[src/rtl/xnor_popcount_acc_if.sv]
// rtl/xnor_popcount_acc_if.sv - beat input and result output handshake bundle for xnor_popcount_acc
interface xnor_popcount_acc_if #(
    parameter int W     = 8,
    parameter int ACC_W = 8
);
    logic             in_valid;
    logic             in_ready;
    logic [W-1:0]     a;
    logic [W-1:0]     b;
    logic             in_last;
    logic             out_valid;
    logic             out_ready;
    logic [ACC_W-1:0] out_sum;
    logic             out_match;
    logic             out_err;

    modport master (
        output in_valid, a, b, in_last, out_ready,
        input  in_ready, out_valid, out_sum, out_match, out_err
    );

    modport slave (
        input  in_valid, a, b, in_last, out_ready,
        output in_ready, out_valid, out_sum, out_match, out_err
    );
endinterface

[src/rtl/xnor_popcount_acc.sv]
// rtl/xnor_popcount_acc.sv - per-packet XNOR popcount accumulator with threshold flag; XNOR_ACC_ERR_EN enables beat-limit termination
module xnor_popcount_acc #(
    parameter int W         = 8,
    parameter int MAX_BEATS = 16,
    parameter int THRESH    = 64
) (
    input  logic                clk,
    input  logic                rst_n,
    xnor_popcount_acc_if.slave  bus
);
    localparam int ACC_W = $clog2(W * MAX_BEATS + 1);
    localparam int PC_W  = $clog2(W + 1);
    localparam int CNT_W = $clog2(MAX_BEATS + 1);

    typedef enum logic [1:0] {
        IDLE = 2'd0,
        ACC  = 2'd1,
        OUT  = 2'd2
    } state_t;

    state_t             state;
    state_t             state_next;
    logic [ACC_W-1:0]   acc;
    logic [CNT_W-1:0]   beat_cnt;
    logic [ACC_W-1:0]   sum_q;
    logic               match_q;

    logic               accept;
    logic               out_hs;
    logic               end_pkt;
    logic               force_out;
    logic [PC_W-1:0]    pc;
    logic [ACC_W-1:0]   acc_next;
    logic [CNT_W-1:0]   cnt_base;
    logic [CNT_W-1:0]   cnt_next;

    function automatic logic [PC_W-1:0] popcount(input logic [W-1:0] v);
        logic [PC_W-1:0] c;
        c = '0;
        for (int i = 0; i < W; i++) begin
            c = c + PC_W'(v[i]);
        end
        return c;
    endfunction

    assign bus.in_ready  = (state != OUT);
    assign bus.out_valid = (state == OUT);
    assign bus.out_sum   = sum_q;
    assign bus.out_match = match_q;

    assign accept = bus.in_valid && bus.in_ready;
    assign out_hs = bus.out_valid && bus.out_ready;
    assign pc     = popcount(~(bus.a ^ bus.b));

    // A beat taken in IDLE opens a fresh packet, so it ignores stale acc/beat_cnt
    always_comb begin
        acc_next = (state == IDLE) ? ACC_W'(pc) : acc + ACC_W'(pc);
        cnt_base = (state == IDLE) ? '0 : beat_cnt;
        cnt_next = (cnt_base == CNT_W'(MAX_BEATS)) ? cnt_base : cnt_base + 1'b1;
    end

`ifdef XNOR_ACC_ERR_EN
    logic err_q;
    assign force_out   = accept && !bus.in_last && (cnt_next == CNT_W'(MAX_BEATS));
    assign bus.out_err = err_q;

    // Error flag is captured with the result and released on the result handshake
    always_ff @(posedge clk or negedge rst_n) begin
        if (!rst_n) begin
            err_q <= 1'b0;
        end else if (out_hs) begin
            err_q <= 1'b0;
        end else if (end_pkt) begin
            err_q <= force_out;
        end
    end
`else
    assign force_out   = 1'b0;
    assign bus.out_err = 1'b0;
`endif

    assign end_pkt = accept && (bus.in_last || force_out);

    // State register
    always_ff @(posedge clk or negedge rst_n) begin
        if (!rst_n) begin
            state <= IDLE;
        end else begin
            state <= state_next;
        end
    end

    // Next-state: collect beats until the packet ends, then hold the result until taken
    always_comb begin
        state_next = state;
        case (state)
            IDLE, ACC: begin
                if (accept) begin
                    state_next = end_pkt ? OUT : ACC;
                end
            end
            OUT: begin
                if (out_hs) begin
                    state_next = IDLE;
                end
            end
            default: state_next = IDLE;
        endcase
    end

    // Accumulator and beat counter, cleared when the result is consumed
    always_ff @(posedge clk or negedge rst_n) begin
        if (!rst_n) begin
            acc      <= '0;
            beat_cnt <= '0;
        end else if (out_hs) begin
            acc      <= '0;
            beat_cnt <= '0;
        end else if (accept) begin
            acc      <= acc_next;
            beat_cnt <= cnt_next;
        end
    end

    // Result registers load on the packet-ending beat and stay frozen through OUT
    always_ff @(posedge clk or negedge rst_n) begin
        if (!rst_n) begin
            sum_q   <= '0;
            match_q <= 1'b0;
        end else if (end_pkt) begin
            sum_q   <= acc_next;
            match_q <= (int'(acc_next) >= THRESH);
        end
    end
endmodule

[src/flat_wrapper.sv]
// flat-port wrapper written by rule: the top's interface ports become plain ports
module xnor_popcount_acc_flat 
#(
    parameter int W         = 8,
    parameter int MAX_BEATS = 16,
    parameter int THRESH    = 64
)
  (clk, rst_n, bus_in_valid, bus_a, bus_b, bus_in_last, bus_out_ready, bus_in_ready, bus_out_valid, bus_out_sum, bus_out_match, bus_out_err);
  xnor_popcount_acc_if #(.W(W), .ACC_W((8))) bus_i ();
  input  logic clk;
  input  logic rst_n;
  input wire logic [$bits(bus_i.in_valid)-1:0] bus_in_valid;
  input wire logic [$bits(bus_i.a)-1:0] bus_a;
  input wire logic [$bits(bus_i.b)-1:0] bus_b;
  input wire logic [$bits(bus_i.in_last)-1:0] bus_in_last;
  input wire logic [$bits(bus_i.out_ready)-1:0] bus_out_ready;
  output wire logic [$bits(bus_i.in_ready)-1:0] bus_in_ready;
  output wire logic [$bits(bus_i.out_valid)-1:0] bus_out_valid;
  output wire logic [$bits(bus_i.out_sum)-1:0] bus_out_sum;
  output wire logic [$bits(bus_i.out_match)-1:0] bus_out_match;
  output wire logic [$bits(bus_i.out_err)-1:0] bus_out_err;
  assign bus_i.in_valid = bus_in_valid;
  assign bus_i.a = bus_a;
  assign bus_i.b = bus_b;
  assign bus_i.in_last = bus_in_last;
  assign bus_i.out_ready = bus_out_ready;
  assign bus_in_ready = bus_i.in_ready;
  assign bus_out_valid = bus_i.out_valid;
  assign bus_out_sum = bus_i.out_sum;
  assign bus_out_match = bus_i.out_match;
  assign bus_out_err = bus_i.out_err;
  xnor_popcount_acc #(.W(W), .MAX_BEATS(MAX_BEATS), .THRESH(THRESH)) u_core (.clk(clk), .rst_n(rst_n), .bus(bus_i));
endmodule
[config.mk]
export PLATFORM = sky130hd
export DESIGN_NAME = xnor_popcount_acc_flat
export DESIGN_NICKNAME = d
export VERILOG_FILES = /design/src/rtl/xnor_popcount_acc_if.sv /design/src/rtl/xnor_popcount_acc.sv /design/src/flat_wrapper.sv
export SDC_FILE = /design/constraint.sdc
export NUM_CORES = 1
export LEC_CHECK = 0
export CAP_MARGIN = 30
export CORE_MARGIN = 4
export CORE_UTILIZATION = 33
export CTS_CLUSTER_SIZE = 10
export DETAILED_ROUTE_END_ITERATION = 10
export HOLD_SLACK_MARGIN = 0.03
export PLACE_DENSITY = 0.57
export SLEW_MARGIN = 10
export SYNTH_ARGS = -nofsm -noshare
export SYNTH_HDL_FRONTEND = slang
export SYNTH_SLANG_ARGS = --single-unit
[constraint.sdc]
create_clock -name clk -period 2.51 [get_ports clk]
set_input_delay 0.502 -clock clk [delete_from_list [all_inputs] [get_ports clk]]
set_output_delay 0.502 -clock clk [all_outputs]
set_load 0.05 [all_outputs]
==> flow_summary.json <==
{
  "status": "finished with violations",
  "violations": "negative setup slack",
  "core.rowCount": 22,
  "r2r-start": "u_core.acc[0]$_DFFE_PN0P_",
  "fin_ws_ns": -1.330,
  "drive_above_1_share_pct": 29.12,
  "syn_area_mm2": 0.001289,
  "die_w_um": 70.49,
  "clock_sinks": 19,
  "grt_overflow": 0,
  "holdWs_ns": 0.4871,
  "dieArea_mm2": 0.004969,
  "ys_ff_latch": 19,
  "min_period_ns": 3.840,
  "critPathMaxFanout": 3,
  "rrSetupSlack_ns": 0.75,
  "worstPathArrival_ns": 3.97,
  "critPathKind": "input port to register",
  "worst-path-buf-inv": 5,
  "vias": 1117,
  "cp.required_ns": 2.64,
  "clock_path_buffers": 2,
  "placed_cell_area_mm2": 0.001772,
  "routed_via_density": 4.857,
  "setup_tns_ns": -18.95,
  "post-place-ws_ns": -2.006,
  "htree_levels": 1,
  "stdcell_count": 230,
  "die_y_um": 70.49,
  "grt_first_pass_wirelength_mm": 4.995,
  "grt_max_degree": 20,
  "clkLatencyLatePin_ns": 0.26,
  "p_leak_nw": 0.8721,
  "cpLargestDelayFamily": "adder cells",
  "post-route-util_pct": 51.95,
  "max_stage_delay_ns": 0.59,
  "r2r_end": "u_core.bus.out_match$_DFFE_PN0P_",
  "drt_iter0_drc": 34,
  "synth_cell_types": 39,
  "synth_warnings": 0,
  "grt_pass1_vias": 1085,
  "grt_setup_unrepaired": "true",
  "fin_nets": 216,
  "start_kind": "input port",
  "pin_count": 33,
  "hold_violations": 0,
  "yosys.area.top_type": "dfrtp_1",
  "fmax_ghz": 0.2604,
  "powerDensity_mw_per_mm2": 1048,
  "cts_buffers": 3,
  "seq_area_frac_synth_pct": 36.89,
  "ff2ff_path_depth": 6,
  "design_area_mm2": 0.001931,
  "fin_skew_ns": 0.004000,
  "firstDrtPassIters": 4,
  "hold_class": "register to register",
  "wl_per_cell_um": 12.88,
  "dp_hpwl_mm": 2.393,
  "syn_nets": 169,
  "slowest_stage": "fa_2",
  "path_cells": "buf_6, xnor2_2, ha_1, inv_2, fa_1, fa_1, inv_2, fa_2, inv_2, fa_2, inv_2, fa_2, a211o_1, o2111ai_2, xor2_2, a31oi_1",
  "slew_headroom_pct": 66.39,
  "grt_use_total_pct": 12.57,
  "power_mw": 2.022,
  "tightest_slew_ns": 0.5026,
  "drc": 0,
  "antenna_left": 0,
  "cts_tree": "yes",
  "crit_top_cell": "inv_2",
  "cts-root-buf": "clkbuf_8",
  "worstSetupEndpointType": "register",
  "maxCapViolCount": 0,
  "path_depth": 16,
  "synthCells": 136,
  "insertedDiodeCount": 0,
  "startpoint": "bus_a[0]",
  "clk_pin_slew_ns": 0.07,
  "min_period_over_period_pct": 153.0,
  "vdd_drop_max_uv": 418.7,
  "finalSetupViolations": 17,
  "coreArea_mm2": 0.003716,
  "synthToLayoutAreaGrowth_pct": 49.81,
  "endpoint": "u_core.bus.out_match$_DFFE_PN0P_",
  "finalWirelength_mm": 2.962,
  "port_buffers": 31,
  "final_max_slew_viol_count": 0,
  "dp_cells": 223,
  "gp_congestion": 0.8078,
  "synth_top_cells_by_area": "dfrtp_1 (37%), fa_1 (7.8%), ha_1 (6.8%)",
  "synth_top_area_share_pct": 36.89,
  "start_util_pct": 34.68,
  "antenna_found_initial": 0,
  "syn_area_per_cell_um2": 9.476
}
[timing repair]
item	4_1_cts	5_1_grt
pin swaps	23	12
resized for setup	35	1
buffers inserted	2	1
hold buffers	0	0
endpoints found under the setup margin	17	17
[synth_stat cells]
cell type / n
o22ai_1: 2
nand2_1: 17
a2bb2oi_1: 1
mux2i_1: 2
dfrtp_1: 19
a211o_1: 1
o21ai_0: 16
o2111ai_1: 1
nand2b_4: 1
a22oi_1: 1
nand3_1: 5
a21oi_1: 5
o211ai_1: 1
a21o_1: 2
a32oi_1: 1
nor3_1: 1
a32o_1: 1
o311a_1: 1
or3_2: 1
or2_2: 1
a31oi_1: 1
mux2i_2: 1
conb_1: 1
clkbuf_1: 1
buf_6: 1
ha_1: 7
a22o_1: 1
buf_4: 1
clkbuf_2: 1
nor2_1: 6
buf_2: 1
o21bai_1: 1
fa_1: 5
nor2b_1: 1
a211oi_1: 1
xnor2_1: 8
xor2_1: 6
and2b_2: 1
inv_1: 11
[logic make-up (layout without fill, tap and decap cells)]
group	count (synthesis)	after routing	share of synthesized area, %
adders and majority gates	12	12	14.56
xor gates and xnor gates	14	14	9.515
and+or+nand+nor	34	34	12.33
buffers and inverters	16	62	5.727
other	1	1	0.2910
muxes	3	3	2.621
DFF	19	19	36.89
AOI/OAI and AO/OA	37	37	18.06
[how the worst min path moves through the flow]
stage	from	endpoint	slack [ns]	depth (start not counted)
6_report	u_core.bus.out_sum[5]$_DFFE_PN0P_	u_core.bus.out_sum[5]$_DFFE_PN0P_	0.49	2
5_1_grt	u_core.bus.out_sum[2]$_DFFE_PN0P_	u_core.bus.out_sum[2]$_DFFE_PN0P_	0.53	2
4_1_cts	u_core.bus.out_sum[5]$_DFFE_PN0P_	u_core.bus.out_sum[5]$_DFFE_PN0P_	0.49	2
3_5_place_dp	u_core.bus.out_sum[5]$_DFFE_PN0P_	u_core.bus.out_sum[5]$_DFFE_PN0P_	0.47	2
3_3_place_gp	u_core.bus.out_sum[1]$_DFFE_PN0P_	u_core.bus.out_sum[1]$_DFFE_PN0P_	0.47	2
2_1_floorplan	rst_n	u_core.acc[0]$_DFFE_PN0P_	0.21	0
[power by group]
group	internal, mW	switching, mW	total (mW)
clock	0.110	0.105	0.215
sequential	0.380	0.0654	0.445
combinational	0.680	0.682	1.36
[cell type report]
cell class | instances | area [um2]
fill | 360 | 1785
multi-input combinational | 101 | 877.1
sequential | 19 | 475.5
timing repair buffer | 47 | 430.4
tap | 48 | 60.06
clock buffer | 3 | 41.29
inverter | 11 | 41.29
clock inverter | 1 | 5.005
[cells in the final DEF (no fill, tap or decap), types with 6 or more instances in the layout]
cell type        instances
nand2_1                 17
o21ai_1                 13
clkdlybuf4s50_1         23
buf_4                   16
inv_1                    7
dfrtp_1                 19
nor2_1                   6
[per-layer routing]
| layer | GRT usage (%) | up-vias | share of wire (%) | wire length [um] |
|---|---|---|---|---|
| met5 | 0 | - | 0 | 0 |
| met1 | 16.04 | 525 | 43 | 1281 |
| met3 | 1.439 | 4 | 4.6 | 137 |
| li1 | - | 554 | - | - |
| met4 | 5.106 | 0 | 1.6 | 47 |
| met2 | 21.41 | 34 | 50 | 1495 |
[sequential cells by signal, summed over array words and instances, names as in the netlist]
signal and flops:
u_core.acc 8, u_core.bus.out_match 1, u_core.state 2, u_core.bus.out_sum 8
[worst reg2reg max path, cell delays in order, from the launching register on]
cell	delay (ns)
dfrtp_1	0.41
ha_4	0.18
fa_2	0.37
a211o_1	0.28
o2111ai_2	0.09
xor2_2	0.20
a31oi_1	0.10
No activity file was read; power rests on OpenSTA's default activity.
